`config.mk`:
```
export PLATFORM = sky130hd
export DESIGN_NAME = program_loader
export DESIGN_NICKNAME = d
export VERILOG_FILES = /design/src/rtl/loader_pkg.sv /design/src/rtl/word_assembler.sv /design/src/rtl/program_loader.sv
export SDC_FILE = /design/constraint.sdc
export NUM_CORES = 1
export LEC_CHECK = 0
export CORE_UTILIZATION = 40
export CTS_CLUSTER_DIAMETER = 100
export DETAILED_ROUTE_END_ITERATION = 10
export HOLD_SLACK_MARGIN = 0.1
export PLACE_DENSITY_LB_ADDON = 0.15
export SYNTH_ARGS = -nofsm -noshare
export SYNTH_HDL_FRONTEND = slang
export SYNTH_HIERARCHICAL = 1
export SYNTH_SLANG_ARGS = --single-unit
```
`constraint.sdc`:
```
create_clock -name clk -period 3.3 [get_ports clk]
set_input_delay 0.825 -clock clk [delete_from_list [all_inputs] [get_ports clk]]
set_output_delay 0.825 -clock clk [all_outputs]
set_load 0.005 [all_outputs]
```
`src/rtl/loader_pkg.sv`:
```
// Shared definitions for the boot-time program loader.
//   state_e      : loader FSM states
//   HDR_BYTES    : bytes in the frame header (16-bit word count)
//   WORD_BYTES   : bytes per instruction word
//   is_last_byte : true when the byte counter points at the final byte of a word
package loader_pkg;

  typedef enum logic [2:0] {
    HDR_LO,
    HDR_HI,
    PAYLOAD,
    CHECK,
    RUN,
    ERROR
  } state_e;

  localparam int unsigned HDR_BYTES  = 2;
  localparam int unsigned WORD_BYTES = 4;

  function automatic logic is_last_byte(input logic [1:0] cnt);
    return cnt == 2'(WORD_BYTES - 1);
  endfunction

endpackage

```
`src/rtl/word_assembler.sv`:
```
// Assembles little-endian 32-bit words from a byte stream.
//   clk, reset    : clock, synchronous active-high reset
//   clear_i       : restart at byte 0 of a word
//   byte_valid_i  : byte_i is consumed this cycle
//   byte_i        : incoming byte (first byte of a word is the LSB)
//   byte_cnt_o    : position of the next byte within the current word
//   word_o        : last completed word (registered)
//   word_valid_o  : one-cycle pulse in the cycle after a word completes
module word_assembler
  import loader_pkg::*;
(
  input  logic        clk,
  input  logic        reset,
  input  logic        clear_i,
  input  logic        byte_valid_i,
  input  logic [7:0]  byte_i,
  output logic [1:0]  byte_cnt_o,
  output logic [31:0] word_o,
  output logic        word_valid_o
);

  logic [23:0] shift_q;
  logic [1:0]  cnt_q;
  logic [31:0] word_q;
  logic        word_valid_q;

  always_ff @(posedge clk) begin
    if (reset) begin
      shift_q      <= '0;
      cnt_q        <= '0;
      word_q       <= '0;
      word_valid_q <= 1'b0;
    end else begin
      word_valid_q <= 1'b0;
      if (clear_i) begin
        cnt_q <= '0;
      end else if (byte_valid_i) begin
        // Bytes enter at the top so the first byte ends up in bits [7:0].
        if (is_last_byte(cnt_q)) begin
          word_q       <= {byte_i, shift_q};
          word_valid_q <= 1'b1;
        end
        shift_q <= {byte_i, shift_q[23:8]};
        cnt_q   <= cnt_q + 2'd1;
      end
    end
  end

  assign byte_cnt_o   = cnt_q;
  assign word_o       = word_q;
  assign word_valid_o = word_valid_q;

endmodule

```
`src/rtl/program_loader.sv`:
```
// Boot-time program loader: receives a framed byte stream (16-bit word count,
// little-endian payload words, XOR checksum), writes the words into
// instruction memory and keeps the core in reset until the frame checks out.
//   clk, reset        : clock, synchronous active-high reset
//   rx_data, rx_valid : incoming byte stream
//   rx_ready          : byte accepted when rx_valid && rx_ready
//   imem_we/addr/wdata: instruction memory write port (registered)
//   cpu_reset         : high until a frame loads with a good checksum
//   done              : load complete, checksum good
//   error             : frame rejected (bad count, checksum or timeout); sticky
module program_loader
  import loader_pkg::*;
#(
  parameter int unsigned ADDR_WIDTH     = 9,
  parameter int unsigned TIMEOUT_CYCLES = 65535
) (
  input  logic                  clk,
  input  logic                  reset,
  input  logic [7:0]            rx_data,
  input  logic                  rx_valid,
  output logic                  rx_ready,
  output logic                  imem_we,
  output logic [ADDR_WIDTH-1:0] imem_addr,
  output logic [31:0]           imem_wdata,
  output logic                  cpu_reset,
  output logic                  done,
  output logic                  error
);

  localparam int unsigned TW = $clog2(TIMEOUT_CYCLES + 1);
  localparam logic [ADDR_WIDTH:0] IDX_ONE = (ADDR_WIDTH + 1)'(1);

  state_e state_q, state_d;

  logic [7:0]             n_lo_q;
  logic [ADDR_WIDTH:0]    n_q;
  logic [ADDR_WIDTH:0]    idx_q;
  logic [7:0]             xor_q;
  logic [TW-1:0]          timer_q;
  logic [ADDR_WIDTH-1:0]  addr_q;
  logic                   done_q, error_q, cpu_reset_q;

  logic                   accept;
  logic                   timed_state;
  logic                   timeout;
  logic                   word_end;
  logic                   n_ok;
  logic [8*HDR_BYTES-1:0] n_hdr;

  logic [1:0]  byte_cnt;
  logic [31:0] asm_word;
  logic        asm_valid;

  word_assembler u_asm (
    .clk          (clk),
    .reset        (reset),
    .clear_i      (state_q == HDR_LO),
    .byte_valid_i (accept && (state_q == PAYLOAD)),
    .byte_i       (rx_data),
    .byte_cnt_o   (byte_cnt),
    .word_o       (asm_word),
    .word_valid_o (asm_valid)
  );

  // Output / decode logic
  always_comb begin
    rx_ready    = state_q inside {HDR_LO, HDR_HI, PAYLOAD, CHECK};
    accept      = rx_valid && rx_ready;
    timed_state = state_q inside {HDR_HI, PAYLOAD, CHECK};
    timeout     = timed_state && !accept && (timer_q == TW'(TIMEOUT_CYCLES - 1));
    word_end    = (state_q == PAYLOAD) && accept && is_last_byte(byte_cnt);
    n_hdr       = {rx_data, n_lo_q};
    n_ok        = (n_hdr != '0) && (32'(n_hdr) <= (32'd1 << ADDR_WIDTH));
  end

  // Next-state logic
  always_comb begin
    state_d = state_q;
    unique case (state_q)
      HDR_LO: if (accept) state_d = HDR_HI;
      HDR_HI: begin
        if (timeout)     state_d = ERROR;
        else if (accept) state_d = n_ok ? PAYLOAD : ERROR;
      end
      PAYLOAD: begin
        if (timeout)                                  state_d = ERROR;
        else if (word_end && (idx_q == n_q - IDX_ONE)) state_d = CHECK;
      end
      CHECK: begin
        if (timeout)     state_d = ERROR;
        else if (accept) state_d = (rx_data == xor_q) ? RUN : ERROR;
      end
      default: state_d = state_q;
    endcase
  end

  // State register with registered status outputs
  always_ff @(posedge clk) begin
    if (reset) begin
      state_q     <= HDR_LO;
      done_q      <= 1'b0;
      error_q     <= 1'b0;
      cpu_reset_q <= 1'b1;
    end else begin
      state_q     <= state_d;
      done_q      <= (state_d == RUN);
      error_q     <= (state_d == ERROR);
      cpu_reset_q <= (state_d != RUN);
    end
  end

  // Datapath: header, word index, checksum accumulator, idle timer
  always_ff @(posedge clk) begin
    if (reset) begin
      n_lo_q  <= '0;
      n_q     <= '0;
      idx_q   <= '0;
      xor_q   <= '0;
      timer_q <= '0;
      addr_q  <= '0;
    end else begin
      if (accept || !timed_state) timer_q <= '0;
      else                        timer_q <= timer_q + TW'(1);

      unique case (state_q)
        HDR_LO: begin
          xor_q <= '0;
          idx_q <= '0;
          if (accept) n_lo_q <= rx_data;
        end
        HDR_HI: begin
          if (accept) n_q <= n_hdr[ADDR_WIDTH:0];
        end
        PAYLOAD: begin
          if (accept) xor_q <= xor_q ^ rx_data;
          // Address is latched alongside the word so both appear in the same cycle.
          if (word_end) begin
            addr_q <= idx_q[ADDR_WIDTH-1:0];
            idx_q  <= idx_q + IDX_ONE;
          end
        end
        default: ;
      endcase
    end
  end

  assign imem_we    = asm_valid;
  assign imem_addr  = addr_q;
  assign imem_wdata = asm_word;
  assign cpu_reset  = cpu_reset_q;
  assign done       = done_q;
  assign error      = error_q;

endmodule

```
Word level (Yosys, flattened, before mapping)
Cells that the tools add are included.

storage, ports and cells
  bits in registers = 126
  output and inout bits = 46

cells by class
  add/subtract/negate cells = 4
  bitwise logic cells = 3
  $lt $le $gt $ge = 1
  multiplexer cells = 15
  eq/ne operators = 12
  reduce and logical (&&, ||, !) cells = 25

operator list
  operator               count
  $mux 3                 8
  $pmux 10 s2            1
  $add 16x1->16 const B  1
  $eq 16x16->1 const B   1
  $le 16x10->1 const B   1
  $pmux 8 s2             1
  $reduce_bool 16->1     1
  $pmux 3 s4             1
  $reduce_and 2->1       6
  $add 10x1->10 const B  1
  $eq 10x10->1           1
  $mux 10                1
  $sub 10x1->10 const B  1
  $eq 8x8->1             1
  $mux 8                 1
  $xor 8x8->8            1
  $logic_and 1x1->1      7
  $eq 3x2->1 const B     2
  $eq 3x3->1 const B     2
  $ne 2x2->1 const B     2
  $reduce_bool 4->1      1
  $reduce_or 2->1        2
  $eq 3x1->1 const B     1
  $logic_not 3->1        1
  other kinds (11)       14

Logic depth before layout (Yosys ltp)
  depth in word-level cells = 10
  mapped depth = 11
  mapped depth without buffers = 9

Hierarchy
The synthesis kept the hierarchy.

by module, submodules not included
  module          seq. area each (um^2)  area each (um^2)  times used  cells an instance
  program_loader  1341.3                 3206.8            1           392
  word_assembler  1181.1                 2174.6            1           258

Worst setup path before layout
No wires, ideal clock.

  path kind = input port to flip-flop
  start point = input port rx_data[7]
  end point = register done_q (netlist: done)
  setup slack = 0.920 ns
  cell stages on the path = 6
  buffers on the path = 0
  setup time = 0.115 ns
  data arrival time = 2.265 ns
  cells stage by stage = nor4_1 nand2_1 or3_1 a311oi_1 a211oi_1 and2_1

between the ends
  cells in the longest elaborated chain, start to end = 7
  elaborated cells on any way between the ends = 12

RTL lines
  element                                             RTL line               RTL
  start: declaration                                  program_loader.sv:19   input logic [7:0] rx_data,
  $le 16x10->1 or $reduce_bool 16->1 (tied branches)  program_loader.sv:73   n_ok = (n_hdr != '0) && (32'(n_hdr) <= (32'd1 << ADDR_WIDTH));
  $logic_and 1x1->1                                   program_loader.sv:73
  $mux 3 (2 in a row)                                 program_loader.sv:83   else if (accept) state_d = n_ok ? PAYLOAD : ERROR;
  $mux 3                                              program_loader.sv:82   if (timeout) state_d = ERROR;
  $pmux 3 s4 (*)                                      program_loader.sv:79   unique case (state_q)
  $eq 3x3->1 (*)                                      program_loader.sv:106  done_q <= (state_d == RUN);
  end signal: assignment                              program_loader.sv:106
  end: declaration                                    program_loader.sv:41   logic done_q, error_q, cpu_reset_q;

Every way passes the cells marked *; elsewhere a longest branch is shown, timed or not.
A chain may end at the register's enable or synchronous reset.

Worst setup path after layout
  start point = input port rx_valid
  end point = register error_q (netlist: error)

between the ends
  cells in the longest elaborated chain, start to end = 8
  elaborated cells on any way between the ends = 16

RTL lines
  element                         RTL line               RTL
  start: declaration              program_loader.sv:20   input logic rx_valid,
  $logic_and 1x1->1 (*)           program_loader.sv:68   accept = rx_valid && rx_ready;
  $logic_and 1x1->1 (2 in a row)  program_loader.sv:71   word_end = (state_q == PAYLOAD) && accept && is_last_byte(byte_cnt);
  $logic_and 1x1->1               program_loader.sv:87   else if (word_end && (idx_q == n_q - IDX_ONE)) state_d = CHECK;
  $mux 3                          program_loader.sv:87
  $mux 3                          program_loader.sv:86   if (timeout) state_d = ERROR;
  $pmux 3 s4 (*)                  program_loader.sv:79
  $eq 3x3->1 (*)                  program_loader.sv:107  error_q <= (state_d == ERROR);
  end signal: assignment          program_loader.sv:107
  end: declaration                program_loader.sv:41

Marked as above.

==> flow_summary.toml <==
[run_status]
outcome = "completed"

[setup_path]
worstPathArrival_ns = 2.87
startpoint_type = "primary input"
cp_slowest_cell = "clkdlybuf4s50_1"
worst-path-buf-inv = 2
cp_cell_sequence = "clkdlybuf4s50_1 -> nand3_4 -> clkinv_2 -> nand3_2 -> nor4_2 -> nand3_1 -> a2111oi_2 -> o22ai_2 -> a2111oi_4"
required_ns = 3.62
worstPathMaxFanout = 5
crit_type = "primary input to flop"
crit_family = "compound AO/OA/AOI/OAI gates"
slowest_delay_ns = 0.52
critical_path.endpoint_type = "flop"
regToRegSetupSlack_ns = 0.86

[route]
wl_per_cell_um = 13.6
drtAntennaViolNets = 0
drt_drc_violations_left = 0
vias_per_cell = 4.99
vias = 4429
first_pass_iters = 4
initialDrtViolationCount = 242
drt_wl_total_um = 12100

[logic_synthesis]
synth_top_area_share = 0.469
synth-seq-area-share = 0.469
synth_cells = 650
ys_warn_count = 6
yosysUniqueCellTypes = 51
netlist_top_cells_area = "dfxtp_1, nand2_1, a21oi_1, xor2_1, nor2_1"
synth_top_cell_by_area = "dfxtp_1"
synth_edf_count = 0
synth-main-ff-cell = "dfxtp_1"
netlist_area_um2 = 5380
synth-seq-cells = 126
synthArstFlopShare = 0
synth_nets = 666
postSynthAreaPerCell_um2 = 8.28

[timing]
maxSlewHeadroom = 0.368
period_share = 0.772
rsz0062_at_grt = "no"
min_period_ns = 2.55
hold_ws_ns = 0.452
worst_slew_pin_slew_ns = 0.948
clock_skew_ns = 0.00693
slew_violations = 0
timing_hold_violations_final = 0
tns_ns = 0
max_freq_ghz = 0.393
finalSetupViolCount = 0

[global_routing]
antenna_found_initial = 0
grt_max_degree = 42
grt_pass1_wl_um = 20200
grt_pass1_vias = 4298
overflow = 0
grt_usage = 0.183

[pwr]
seq_power_share = 0.430
p_int_mw = 2.79
clock_power_share = 0.514
pwr-share-comb = 0.056
p_total_mw = 3.63
leakage_nw = 2.25
p_sw_mw = 0.843
switching_share = 0.232
ir_worst_vdd_mv = 0.339
power.density_nw_per_um2 = 548

[cts]
clock-root-buffer = "clkbuf_16"
ctsHoldBuffers = 0
cts_resized = 0
post-cts-setup-buffer-count = 0
clock_path_buffers = 2
insertion_delay_ns = 0.42
cts_sinks = 126
clkSlewWorstSetupHoldPaths_ns = 0.06
cts_tree = "done"
cts_made_buffers = 17
htreeDepth = 4

[finish]
antennaDiodeCount = 0
drive_above_1_share = 0.108
final_nets = 714
fillers = 1278
area_growth_pct = 23.2
fin_area_um2 = 6630

[placed_design]
place_area_um2 = 6030
port_buffers = 56
gp_congestion = 0.809
dp_hpwl_um = 8080

[die]
dieArea_um2 = 13900
start_util = 0.408
fp.coreArea_um2 = 13200
rows = 42
dieWidth_um = 118
die_h_um = 118
ios = 57

[flow_run]
max_cap_viol_count = 0

[hold_path]
hp-class = "flop to flop"
[synth_stat cells (4+ instances only)]
cell        n
a21oi_2    17
nor3_1      7
inv_1       5
and3_1      6
nand3b_1   10
o21ai_0    14
or3_1       4
nor2_1     45
clkbuf_1   22
a21boi_0    5
dfxtp_1   126
nand4_1     7
nor4_1      5
ha_1        5
xnor2_1    12
nand3_1    15
buf_6       8
xor2_1     32
buf_2       8
a21oi_1    79
nand2_1   178
[worst register-to-register path: cells and delay by family (launching register included)]
family	cells	cell delay, ns
AO/OA/AOI/OAI	1	0.19
AND/OR/NAND/NOR	4	1.75
flip-flops	1	0.44
[power groups by stage]
stage	clock network (mW)	registers (mW)	logic, mW
global route	1.98	1.57	0.225
CTS	1.91	1.56	0.204
detailed placement	0	1.60	0.202
global placement	0	1.60	0.200
finish	1.87	1.56	0.203
floorplan	0	1.58	0.145
[cell families (layout without fill, tap and decap cells)]
logic type | count (synthesis) | after routing | synth area share
simple gates | 298 | 298 | 0.250
compound gates | 127 | 127 | 0.144
flops | 126 | 126 | 0.469
buf+inv | 47 | 108 | 0.0481
xor+xnor | 44 | 44 | 0.0716
fa+ha+maj | 5 | 5 | 0.0116
mux | 3 | 3 | 0.00581
[metrics by stage]
stage | std cells | util | worst slack [ns]
2_1_floorplan | 650 | - | 0.920
3_3_place_gp | 855 | 0.457 | 0.352
3_5_place_dp | 855 | 0.457 | 0.334
4_1_cts | 887 | 0.503 | 0.758
5_1_grt | 887 | 0.503 | 0.596
6_report | 887 | 0.503 | 0.753
[flip-flops by register name, indices dropped and copies added (netlist names)]
| name | count |
|---|---|
| xor_q | 8 |
| n_q | 10 |
| u_asm/word_valid_o | 1 |
| u_asm/word_o | 32 |
| imem_addr | 9 |
| done | 1 |
| timer_q | 16 |
| n_lo_q | 8 |
| error | 1 |
| cpu_reset | 1 |
| u_asm/byte_cnt_o | 2 |
| u_asm/shift_q | 24 |
| state_q | 3 |
| idx_q | 10 |
[routing by layer]
metal,vias up,part of all wire,GRT usage
met2,92,0.45,0.279
met5,-,0,0
met4,0,0.025,0.0905
met1,2061,0.48,0.233
li1,2253,-,-
met3,23,0.042,0.0562
[cells in the final DEF, fill, tap and decap left out, drive strengths merged, types with 3 or more instances in the layout]
master         Yosys  routed
nor3               8       8
clkbuf            22      20
o21ai             15      15
xnor2             12      12
or3                4       4
nor4               6       6
buf               19      15
nand3             17      17
a21oi             96      96
nand4              7       7
inv                5       7
nand3b            11      11
dfxtp            126     126
nand2            178     178
a21boi             5       5
and3               6       6
xor2              32      32
nor2              47      47
ha                 5       5
clkinv             1       7
nor2b              3       3
clkdlybuf4s50      0      55
or2                3       3
[path summary, 6_finish.rpt]
path	start	endpoint	depth (start not counted)
setup / recovery	rx_valid	error	9
hold / removal	u_asm/word_o[6]	u_asm/word_o[6]	2
setup reg to reg	state_q[2]	u_asm/shift_q[1]	5
hold reg to reg	u_asm/word_o[6]	u_asm/word_o[6]	2
[final cells by class]
class	count	area (µm²)	share of cell area
clock inverter	12	134	0.0202
multi-input combinational	477	2600	0.392
clock buffer	20	467	0.0704
timing repair buffer	70	663	0.100
tap	176	220	0.0332
inverter	6	23.8	0.00359
sequential	126	2520	0.380
(Power assumes the default switching activity.)
==> variant (same flow settings) <==
Make the reset (`reset`) asynchronous in 3 clocked blocks. Comments in the files are not updated.
--- a/src/rtl/word_assembler.sv
+++ b/src/rtl/word_assembler.sv
@@ -24,7 +24,7 @@
   logic [31:0] word_q;
   logic        word_valid_q;
 
-  always_ff @(posedge clk) begin
+  always_ff @(posedge clk or posedge reset) begin
     if (reset) begin
       shift_q      <= '0;
       cnt_q        <= '0;
--- a/src/rtl/program_loader.sv
+++ b/src/rtl/program_loader.sv
@@ -95,7 +95,7 @@
   end
 
   // State register with registered status outputs
-  always_ff @(posedge clk) begin
+  always_ff @(posedge clk or posedge reset) begin
     if (reset) begin
       state_q     <= HDR_LO;
       done_q      <= 1'b0;
@@ -110,7 +110,7 @@
   end
 
   // Datapath: header, word index, checksum accumulator, idle timer
-  always_ff @(posedge clk) begin
+  always_ff @(posedge clk or posedge reset) begin
     if (reset) begin
       n_lo_q  <= '0;
       n_q     <= '0;
Formal check against the unedited RTL: differs if reset is asserted again (counterexample within 4 cycles, from zero or initial values and one cycle with reset high); with reset held inactive, the same outputs for 4 cycles.
==> variant against the unedited design <==
  * Cell count decreased by 16%
  * Non-clock buffer count is the same
  * Sequential cell count is the same
  * Register-to-register slack improved by 0.03 ns
  * Area after synthesis is 10% higher
  * Sequential share of layout area increased by 5.2 points
  * Setup slack worse by 0.034 ns
  * Design area rose by 9.9%
  * Wire length grew 0.98%
  * Critical path type unchanged
  * Critical endpoint is now error
  * Largest cell class is now sequential cells
Power is not compared: it rests on default switching activity, and its combinational part moved more than twofold at a synthesized area within 25%.
==> variant: results (changes against the unedited design) <==
Final Wtd Congestion=0.812 (was 0.809); Synth area leaders=dfrtp_1 (53%), mux2_4 (12%), mux2_1 (4.6%) (was dfxtp_1 (47%), nand2_1 (12%), a21oi_1 (7.3%)); Worst Skew=0.00615 ns (was 0.00693 ns); Multi-In Gates=317 (was 477); DRT met1 WL=5800 um (was 5830 um); Min Hold Slack=0.485 ns (was 0.452 ns); Critical path destination=error (unchanged); share of post-route cells with drive strength above 1=0.203 (was 0.108); Row Count=44 (was 42); Distinct cells, synth=48 (was 51); reg2reg path depth=8 (was 5); final net count=560 (was 714); Max stage delay on crit path=0.56 ns (was 0.52 ns); met2 wire length=5750 um (was 5460 um); Worst R2R Setup Slack=0.89 ns (was 0.86 ns); Post-Synthesis Cells=475 (was 650); r2r startpoint=n_q[0] (was state_q[2]); fillers=1,257 (was 1,278); routed vias/inst=5.09 (was 4.99); fmax=0.387 GHz (was 0.393 GHz); Seq/Total Area, Yosys=0.533 (was 0.469); r2r endpoint=state_q[0] (was u_asm/shift_q[1]); ys async rst share=1.00 (was 0); largest net degree at the start of global routing=68 (was 42); Finished Layout Cells=741 (was 887); met3 wire len=398 um (was 506 um); DRT iter0 DRCs=158 (was 242); sequential cell area share=0.433 (was 0.380); Least-Margin Pin Slew=0.743 ns (was 0.948 ns); Final Cell Area=7290 sq um (was 6630 sq um); nonclk inv count=12 (was 6); Post-Syn Nets=491 (was 666); WHS Path Cells=1 (was 2); setup slack at placement=0.332 ns (was 0.334 ns); Final non-clock buffer share=0.0965 (was 0.100); crit-path leading delay family=simple AND/OR/NAND/NOR gates (was compound AO/OA/AOI/OAI gates); global-route wire length before repair=20,200 um (about the same); gr usage total=0.176 (was 0.183); CP Data Arrival Time=2.88 ns (was 2.87 ns); Final Power=3.51 mW; status=finished, final reports clean (unchanged); ClkCell Share=0.0810 (was 0.0906); DP Area=6700 sq um (was 6030 sq um); dpl hpwl=8290 um (was 8080 um)
==> variant: cell types whose count changed in the layout (fill, tap and decap cells not counted), moves of 9 or more <==
cell     before  now
nand2_1     178   36
dfxtp_1     126    0
dfrtp_1       0  125
a21oi_1      79   15
mux2_4        0   49
o21ai_1       1   27
mux2_1        0   24
a21oi_2      17    0
o21ai_0      14    3
nand3_1      15    5
nor2_1       45   36
==> variant: per-layer routing <==
| metal | global-route usage | vias up |
|---|---|---|
| li1 | - | 1816 |
| met1 | 0.229 | 1870 |
| met2 | 0.275 | 69 |
| met3 | 0.0462 | 20 |
| met4 | 0.0813 | 0 |
| met5 | 0 | - |
==> variant: cells by family after synthesis <==
group           synth area share
compound gates            0.0624
xor+xnor                  0.0562
fa+ha+maj                 0.0106
buf+inv                   0.0338
flops                      0.533
mux                        0.189
simple gates               0.115
